--- src/rtl/mips_dump_pkg.sv ---
// Shared definitions for the MIPS end-of-run state dumper: FSM encoding,
// beat-kind codes and the signature update used by the dump engine.
package mips_dump_pkg;

  typedef enum logic [2:0] {
    ST_IDLE    = 3'd0,
    ST_RUN     = 3'd1,
    ST_FREEZE  = 3'd2,
    ST_REG_RD  = 3'd3,
    ST_REG_OUT = 3'd4,
    ST_MEM_RD  = 3'd5,
    ST_MEM_OUT = 3'd6,
    ST_DONE    = 3'd7
  } state_e;

  localparam logic OUT_KIND_REG = 1'b0;
  localparam logic OUT_KIND_MEM = 1'b1;

  // Rotate the low w bits of cs left by one, then XOR in d. Operands are
  // carried in 64 bits so one function serves any word width up to 64.
  function automatic logic [63:0] rotl1_xor(input logic [63:0] cs,
                                            input logic [63:0] d,
                                            input int          w);
    logic [63:0] mask;
    logic [63:0] csm;
    logic [63:0] rot;
    mask = (w >= 64) ? {64{1'b1}} : ((64'd1 << w) - 64'd1);
    csm  = cs & mask;
    rot  = ((csm << 1) | (csm >> (w - 1))) & mask;
    return (rot ^ d) & mask;
  endfunction

endpackage

--- src/rtl/dump_read_port.sv ---
// Read-port adapter: forwards the dump address and raises data_ok once the
// read data belonging to that address is valid (READ_LAT of 0 or 1).
module dump_read_port #(
  parameter int ADDR_W   = 8,
  parameter int DATA_W   = 32,
  parameter int READ_LAT = 1
) (
  input  logic              clk,
  input  logic              reset,
  input  logic              req,
  input  logic [ADDR_W-1:0] addr,
  output logic [ADDR_W-1:0] rd_addr,
  input  logic [DATA_W-1:0] rd_data,
  output logic              data_ok,
  output logic [DATA_W-1:0] data
);

  logic ok_q;
  logic ok_d;

  assign rd_addr = addr;
  assign data    = rd_data;
  assign data_ok = (READ_LAT == 0) ? req : ok_q;

  // One-cycle strobe in the second cycle of a request so a held request
  // produces exactly one data_ok per read.
  always_comb begin
    ok_d = req && !ok_q;
  end

  // Latency strobe register.
  always_ff @(posedge clk) begin
    if (!reset) ok_q <= 1'b0;
    else        ok_q <= ok_d;
  end

endmodule

--- src/rtl/mips_state_dumper.sv ---
// End-of-run dump engine: runs the core for run_cycles, freezes it, then
// streams every register and the first MEM_WORDS memory words on a
// valid/ready channel while folding them into a rotate-XOR signature.
module mips_state_dumper
  import mips_dump_pkg::*;
#(
  parameter int DATA_W    = 32,
  parameter int NUM_REGS  = 32,
  parameter int MEM_WORDS = 11,
  parameter int CYC_W     = 16,
  parameter int READ_LAT  = 1,
  parameter int IDX_W     = 8
) (
  input  logic              clk,
  input  logic              reset,
  input  logic              start,
  input  logic [CYC_W-1:0]  run_cycles,
  output logic              cpu_hold,
  output logic [4:0]        reg_rd_addr,
  input  logic [DATA_W-1:0] reg_rd_data,
  output logic [IDX_W-1:0]  mem_rd_addr,
  input  logic [DATA_W-1:0] mem_rd_data,
  output logic              out_valid,
  input  logic              out_ready,
  output logic              out_kind,
  output logic [IDX_W-1:0]  out_index,
  output logic [DATA_W-1:0] out_data,
  output logic              busy,
  output logic              done,
  output logic [DATA_W-1:0] checksum
);

  localparam int LAST_REG = NUM_REGS - 1;
  localparam int LAST_MEM = (MEM_WORDS > 0) ? MEM_WORDS - 1 : 0;

  state_e            state_q, state_d;
  logic [CYC_W-1:0]  cnt_q, cnt_d;
  logic [IDX_W-1:0]  i_q, i_d;
  logic              cpu_hold_q, cpu_hold_d;
  logic              out_valid_q, out_valid_d;
  logic              out_kind_q, out_kind_d;
  logic [IDX_W-1:0]  out_index_q, out_index_d;
  logic [DATA_W-1:0] out_data_q, out_data_d;
  logic [DATA_W-1:0] checksum_q, checksum_d;
  logic              done_q, done_d;
  logic              busy_q, busy_d;

  logic              rp_req;
  logic [IDX_W-1:0]  rp_addr;
  logic [DATA_W-1:0] rp_rd_data;
  logic              rp_ok;
  logic [DATA_W-1:0] rp_data;

  // A single read port serves both sources; out_kind selects which one.
  assign reg_rd_addr = (out_kind_q == OUT_KIND_REG) ? 5'(rp_addr) : 5'd0;
  assign mem_rd_addr = (out_kind_q == OUT_KIND_MEM) ? rp_addr : '0;
  assign rp_rd_data  = (out_kind_q == OUT_KIND_MEM) ? mem_rd_data : reg_rd_data;

  dump_read_port #(
    .ADDR_W   (IDX_W),
    .DATA_W   (DATA_W),
    .READ_LAT (READ_LAT)
  ) u_rd_port (
    .clk     (clk),
    .reset   (reset),
    .req     (rp_req),
    .addr    (i_q),
    .rd_addr (rp_addr),
    .rd_data (rp_rd_data),
    .data_ok (rp_ok),
    .data    (rp_data)
  );

  // Next-state and next-output logic of the dump sequencer.
  always_comb begin
    state_d     = state_q;
    cnt_d       = cnt_q;
    i_d         = i_q;
    cpu_hold_d  = cpu_hold_q;
    out_valid_d = out_valid_q;
    out_kind_d  = out_kind_q;
    out_index_d = out_index_q;
    out_data_d  = out_data_q;
    checksum_d  = checksum_q;
    done_d      = done_q;
    rp_req      = 1'b0;
    case (state_q)
      ST_IDLE, ST_DONE: begin
        if (start) begin
          cnt_d      = run_cycles;
          checksum_d = '0;
          done_d     = 1'b0;
          if (run_cycles != '0) begin
            state_d    = ST_RUN;
            cpu_hold_d = 1'b0;
          end else begin
            state_d    = ST_FREEZE;
            cpu_hold_d = 1'b1;
          end
        end
      end
      ST_RUN: begin
        cnt_d = cnt_q - CYC_W'(1);
        if (cnt_q == CYC_W'(1)) begin
          state_d    = ST_FREEZE;
          cpu_hold_d = 1'b1;
        end
      end
      ST_FREEZE: begin
        i_d        = '0;
        out_kind_d = OUT_KIND_REG;
        state_d    = ST_REG_RD;
      end
      ST_REG_RD, ST_MEM_RD: begin
        rp_req = 1'b1;
        if (rp_ok) begin
          out_data_d  = rp_data;
          out_index_d = i_q;
          out_valid_d = 1'b1;
          state_d     = (state_q == ST_REG_RD) ? ST_REG_OUT : ST_MEM_OUT;
        end
      end
      ST_REG_OUT: begin
        if (out_ready) begin
          checksum_d  = DATA_W'(rotl1_xor(64'(checksum_q), 64'(out_data_q), DATA_W));
          out_valid_d = 1'b0;
          if (i_q == IDX_W'(LAST_REG)) begin
            i_d = '0;
            if (MEM_WORDS == 0) begin
              state_d = ST_DONE;
              done_d  = 1'b1;
            end else begin
              out_kind_d = OUT_KIND_MEM;
              state_d    = ST_MEM_RD;
            end
          end else begin
            i_d     = i_q + IDX_W'(1);
            state_d = ST_REG_RD;
          end
        end
      end
      ST_MEM_OUT: begin
        if (out_ready) begin
          checksum_d  = DATA_W'(rotl1_xor(64'(checksum_q), 64'(out_data_q), DATA_W));
          out_valid_d = 1'b0;
          if (i_q == IDX_W'(LAST_MEM)) begin
            i_d     = '0;
            state_d = ST_DONE;
            done_d  = 1'b1;
          end else begin
            i_d     = i_q + IDX_W'(1);
            state_d = ST_MEM_RD;
          end
        end
      end
      default: state_d = ST_IDLE;
    endcase
    busy_d = !((state_d == ST_IDLE) || (state_d == ST_DONE));
  end

  // State and registered outputs; reset clears everything back to IDLE.
  always_ff @(posedge clk) begin
    if (!reset) begin
      state_q     <= ST_IDLE;
      cnt_q       <= '0;
      i_q         <= '0;
      cpu_hold_q  <= 1'b0;
      out_valid_q <= 1'b0;
      out_kind_q  <= OUT_KIND_REG;
      out_index_q <= '0;
      out_data_q  <= '0;
      checksum_q  <= '0;
      done_q      <= 1'b0;
      busy_q      <= 1'b0;
    end else begin
      state_q     <= state_d;
      cnt_q       <= cnt_d;
      i_q         <= i_d;
      cpu_hold_q  <= cpu_hold_d;
      out_valid_q <= out_valid_d;
      out_kind_q  <= out_kind_d;
      out_index_q <= out_index_d;
      out_data_q  <= out_data_d;
      checksum_q  <= checksum_d;
      done_q      <= done_d;
      busy_q      <= busy_d;
    end
  end

  assign cpu_hold  = cpu_hold_q;
  assign out_valid = out_valid_q;
  assign out_kind  = out_kind_q;
  assign out_index = out_index_q;
  assign out_data  = out_data_q;
  assign checksum  = checksum_q;
  assign done      = done_q;
  assign busy      = busy_q;

endmodule
--- config.mk ---
export PLATFORM = sky130hd
export DESIGN_NAME = mips_state_dumper
export DESIGN_NICKNAME = d
export VERILOG_FILES = /design/src/rtl/mips_dump_pkg.sv /design/src/rtl/dump_read_port.sv /design/src/rtl/mips_state_dumper.sv
export SDC_FILE = /design/constraint.sdc
export NUM_CORES = 1
export LEC_CHECK = 0
export ABC_AREA = 1
export BUFFER_PORTS_ARGS = -buffer_cell sky130_fd_sc_hd__buf_4
export CORE_MARGIN = 3
export CORE_UTILIZATION = 40
export CTS_CLUSTER_SIZE = 20
export DETAILED_ROUTE_END_ITERATION = 6
export MAX_ROUTING_LAYER = met4
export PLACE_DENSITY = 0.66
export SLEW_MARGIN = 40
export SYNTH_ARGS = -nofsm -noshare
export SYNTH_HDL_FRONTEND = slang
export SYNTH_SLANG_ARGS = --single-unit
--- constraint.sdc ---
create_clock -name clk -period 1.7 [get_ports clk]
set_input_delay 0.085 -clock clk [delete_from_list [all_inputs] [get_ports clk]]
set_output_delay 0.085 -clock clk [all_outputs]
set_load 0.03 [all_outputs]
After elaboration in Yosys (flattened, before gate mapping)
Index checks and enable logic that the tools add are counted.
{"block": "op_classes", "add_sub_neg": 2, "n_mul": 0, "div": 0, "magnitude_cmp": 0, "eq_ne": 19, "shifts": 0, "n_mux": 38, "bitwise": 2, "reduce_logical": 24}
{"op": "$mux W32", "n": 3}
{"op": "$pmux W32 S2", "n": 1}
{"op": "$mux W8", "n": 5}
{"op": "$or A32 B1 Y32", "n": 1}
{"op": "$pmux W16 S2", "n": 1}
{"op": "$xor A32 B32 Y32", "n": 1}
{"op": "$pmux W8 S3", "n": 1}
{"op": "$mux W3", "n": 6}
{"op": "$pmux W3 S6", "n": 1}
{"op": "$eq A16 B1 Y1 const B", "n": 1}
{"op": "$mux W16", "n": 1}
{"op": "$reduce_bool A16 Y1", "n": 1}
{"op": "$sub A16 B1 Y16 const B", "n": 1}
{"op": "$eq A3 B3 Y1 const B", "n": 5}
{"op": "$reduce_and A3 Y1", "n": 5}
{"op": "$ne A2 B2 Y1 const B", "n": 6}
{"op": "$mux W1", "n": 11}
{"op": "$reduce_bool A2 Y1", "n": 5}
{"op": "$add A8 B1 Y8 const B", "n": 1}
{"op": "$eq A8 B4 Y1 const B", "n": 1}
{"op": "$eq A8 B5 Y1 const B", "n": 1}
{"op": "$pmux W1 S2", "n": 4}
{"op": "$eq A3 B2 Y1 const B", "n": 2}
{"op": "$logic_not A3 Y1", "n": 2}
{"op": "other kinds (11)", "n": 18}
{"block": "totals", "regBits": 105, "latchBits": 0, "ramBits": 0, "rom_bits": 0, "inputBits": 84, "out_inout_bits": 90, "mem_count": 0}

Depth between registers and ports, before layout
{"block": "depth", "ltp_word": 7, "depth_mapped": 14, "depth_no_buf": 14}

Cells and area by module
Synthesis repeated with hierarchy kept, for this count alone.
{"block": "unflattened", "cells_unflattened": 817, "area_unflattened_um2": 5788.1}
{"module": "mips_state_dumper", "instances": 1, "cells_per_inst": 774, "area_each_um2": 5457.7, "seq_area_each_um2": 2082.0}
{"module": "dump_read_port", "instances": 1, "cells_per_inst": 43, "area_each_um2": 330.3, "seq_area_each_um2": 20.0}

Worst setup path before layout
No wires, ideal clock.
{"block": "synth_path", "path_type": "register -> output", "from": "register out_kind_q (netlist: out_kind)", "to": "output port mem_rd_addr[0]", "arrival_ns": 1.551, "path_slack_ns": 0.064, "stages_incl_launch_ff": 6, "path_buffers": 3, "path_cell_list": "dfxtp_1 -> clkbuf_1 -> clkbuf_1 -> clkbuf_1 -> nand2_1 -> inv_1"}
{"block": "synth_via", "elab_chain_cells": 1}
{"item": "from (decl)", "line_no": "mips_state_dumper.sv:41", "rtl": "logic out_kind_q, out_kind_d;"}
{"item": "from (signal assigned)", "line_no": "mips_state_dumper.sv:181", "rtl": "out_kind_q <= out_kind_d;"}
{"item": "$mux W8", "line_no": "mips_state_dumper.sv:56", "rtl": "assign mem_rd_addr = (out_kind_q == OUT_KIND_MEM) ? rp_addr : '0;"}
{"item": "to (decl)", "line_no": "mips_state_dumper.sv:21", "rtl": "output logic [IDX_W-1:0] mem_rd_addr,"}
Every way passes these cells.

Worst setup path after layout
{"block": "layout_path", "from": "register cnt_q[0]", "to": "register cnt_q[8]"}
{"block": "layout_via", "elab_chain_cells": 2}
{"item": "from (decl)", "line_no": "mips_state_dumper.sv:37", "rtl": "logic [CYC_W-1:0] cnt_q, cnt_d;"}
{"item": "from (signal assigned)", "line_no": "mips_state_dumper.sv:177", "rtl": "cnt_q <= cnt_d;"}
{"item": "$sub A16 B1 Y16", "line_no": "mips_state_dumper.sv:103", "rtl": "cnt_d = cnt_q - CYC_W'(1);"}
{"item": "$pmux W16 S2", "line_no": "mips_state_dumper.sv:87", "rtl": "case (state_q)"}
Every way passes these cells.
A chain may end at the register's enable or synchronous reset.

==> out/qor.yml <==
outcome: "complete, no violations"
fin_hold_ws_ps: 18.4
synth-simple-area-share: 0.263
ys_async_sr_fraction: 0
core_area_sq_um: 12900
nets: 1093
ys_top_cells_by_area: "dfxtp_1 39%, nor2_1 14%, a21oi_1 12%, nand2_1 9.0%, o21ai_0 7.1%"
dieArea_sq_um: 14900
overflow: 0
htree_levels: 3
intPower_mw: 4.85
period_share: 0.943
vias: 5747
yosys-top-cells-count: "195 x nor2_1, 129 x nand2_1, 127 x a21oi_1"
path_class: "flop to flop"
synthMuxAreaShare: 0
maxSlewViolCount: 0
max_slew_margin: 0.741
pwr-share-comb: 0.310
postLayoutCoreUtil: 0.568
num_io_pins: 174
worst_path_most_repeated_cell: "inv_1"
fmax_ghz: 0.624
hpwl_um: 11200
clk_path_buf_depth: 2
numCtsBuffers: 9
switchingPower_mw: 2.59
netlist_instances: 837
clockPowerShare: 0.292
yosysWarnings: 0
synth_top_area_share: 0.390
critPathMaxStageDelay_ps: 340
via_per_inst: 4.86
drtIter0Drc: 330
crit_chain: "inv_1, ha_1, inv_1, nor2_2, inv_1, nor2_1, nand2_1, o211ai_1, a21oi_1"
grt_max_degree: 45
synth_edf_count: 0
drc: 0
vdd_drop_max_mv: 0.548
final_cells: 1182
sw_frac_of_total: 0.348
clk_latency_ps: 350
final.setup.worst_slack_ps: 97.4
fin_skew_ps: 6.10
maxCapViolations: 0
netlist_area_sq_um: 5390
ys_types: 36
start_kind: "flop"
die_h_um: 122
antenna_found_initial: 0
setup_viol: 0
cp.arrival_ps: 1840
cp_slowest_cell: "dfxtp_1"
cts_tree: "yes"
avgRoutedWirePerCell_um: 13.2
syn-num-nets: 925
cts_root_buffer: "clkbuf_16"
io_buffers: 173
grt_pass1_wl_um: 24900
dr.pass1.iters: 7
wl_met3_um: 923
synth_area_leader_cell: "dfxtp_1"
gp_congestion: 0.914
syn_avg_cell_area_sq_um: 6.43
drive_gt1_frac: 0.233
fin_crit_ps: 1600
first_global_vias: 5143
antenna_cells: 0
power_frac_seq: 0.399
hold_viol_final: 0
synth_top_family_by_area: "simple AND/OR/NAND/NOR gates"
synth_compound_area_frac: 0.228
area_growth_pct: 35.7
die_x_um: 122
rsz0062_at_grt: "true"
synthAdderAreaFrac: 0.00929
required_ps: 1930
fillCellCount: 1316
leakagePower_nw: 3.52
min-delay-path-class: "input pin to flop"
cp_max_fo: 4
tns_ps: 0
synth_top_flop_cell: "dfxtp_1"
postRouteWirelength_um: 15600
postCtsSetupBuffers: 0
route.met2.wl_um: 7220
place_ws_ps: 26.6
clk_pin_slew_ps: 70
routed.top_layer: "met4"
cts_sinks: 105
synth_seq_area_share: 0.390
wl_met1_um: 7290
start_util: 0.418
rows: 41
worst_slew_pin_slew_ps: 389
yosys.area_share.xor_xnor: 0.0163
power_density_nw_per_um2: 1020
ant_nets: 0
end_kind: "flop"
grt.total_usage: 0.214
ys_seq_elements: 105
yosys.cell_count.top_type: "nor2_1"
dp.cells: 1163
-- sequential cells by signal (all words and copies together) (netlist names) --
signal             flops
i_q                    8
out_valid              1
checksum              32
cnt_q                 16
out_data              32
busy                   1
out_index              8
u_rd_port.data_ok      1
done                   1
state_q                3
cpu_hold               1
out_kind               1
-- critical path: cells and delay by family, from the launching register on --
family / cells / cell delay (ps)
flip-flops: 1 / 340
AND/OR/NAND/NOR: 3 / 380
AO/OA/AOI/OAI: 2 / 250
buffers and inverters: 3 / 300
adder cells (fa/ha/maj): 1 / 210
-- stage by stage --
stage	total power, mW	area [sq um]
finish	7.44	7310
global route	7.90	7310
CTS	7.47	7280
detailed placement	5.28	6950
global placement	5.28	6950
floorplan	4.50	5390
-- repair_timing --
action                                  CTS  global route
hold buffers                              3             0
hold endpoints to repair                  3             0
endpoints found under the setup margin    0            36
gates resized for setup                   0            14
-- power by group through the flow --
stage	Clock [mW]	Sequential [mW]	Combinational, mW
floorplan	0	3.22	1.28
detailed placement	0	3.01	2.28
global placement	0	3.01	2.28
global route	2.31	3.00	2.59
finish	2.17	2.97	2.30
CTS	2.22	2.96	2.29
-- final cells by class --
cell class              count  area [sq um]  area share
flip-flops and latches    105          2110       0.288
inverters                  83           313      0.0428
clock buffers              12           256      0.0351
clock inverters             4          51.3     0.00702
multi-input cells         607          2800       0.383
well taps                 172           215      0.0294
repair buffers            199          1570       0.215
-- layout by cell type (no fill, tap or decap), types with 2 or more instances in the layout --
cell           instances
a21oi_1              127
a22oi_1                2
buf_12                 5
buf_4                190
clkbuf_16              9
clkbuf_8               2
clkinv_2               2
dfxtp_1              101
dfxtp_2                4
dlygate4sd3_1          3
ha_1                   3
inv_1                 75
inv_2                  6
nand2_1              129
nand3_1               22
nand3_2                2
nand4_1                3
nor2_1               189
nor2_2                 7
nor3_1                 4
o211a_1                2
o211ai_1               6
o21ai_0               74
o21ai_1               16
xnor2_1                2
xor2_1                 8
-- layer usage --
metal | up-vias | GRT usage
li1 | 3047 | -
met2 | 149 | 0.336
met4 | 0 | 0.0490
met5 | - | -
met1 | 2538 | 0.276
met3 | 13 | 0.0571
-- kinds of logic after synthesis --
family / after synthesis
AND/OR/NAND/NOR: 359
AO/OA/AOI/OAI: 234
buffers and inverters: 125
flip-flops: 105
XOR/XNOR: 10
adder cells (fa/ha/maj): 4
-- path summary, 6_finish.rpt --
kind | start | to | slack (ps) | cells past startpoint
max | cnt_q[0] | cnt_q[8] | 100 | 9
min | mem_rd_data[20] | out_data[20] | 20 | 3
max reg2reg | cnt_q[0] | cnt_q[8] | 100 | 9
min reg2reg | cnt_q[13] | cnt_q[13] | 490 | 2
No activity file was read; power rests on OpenSTA's default activity.
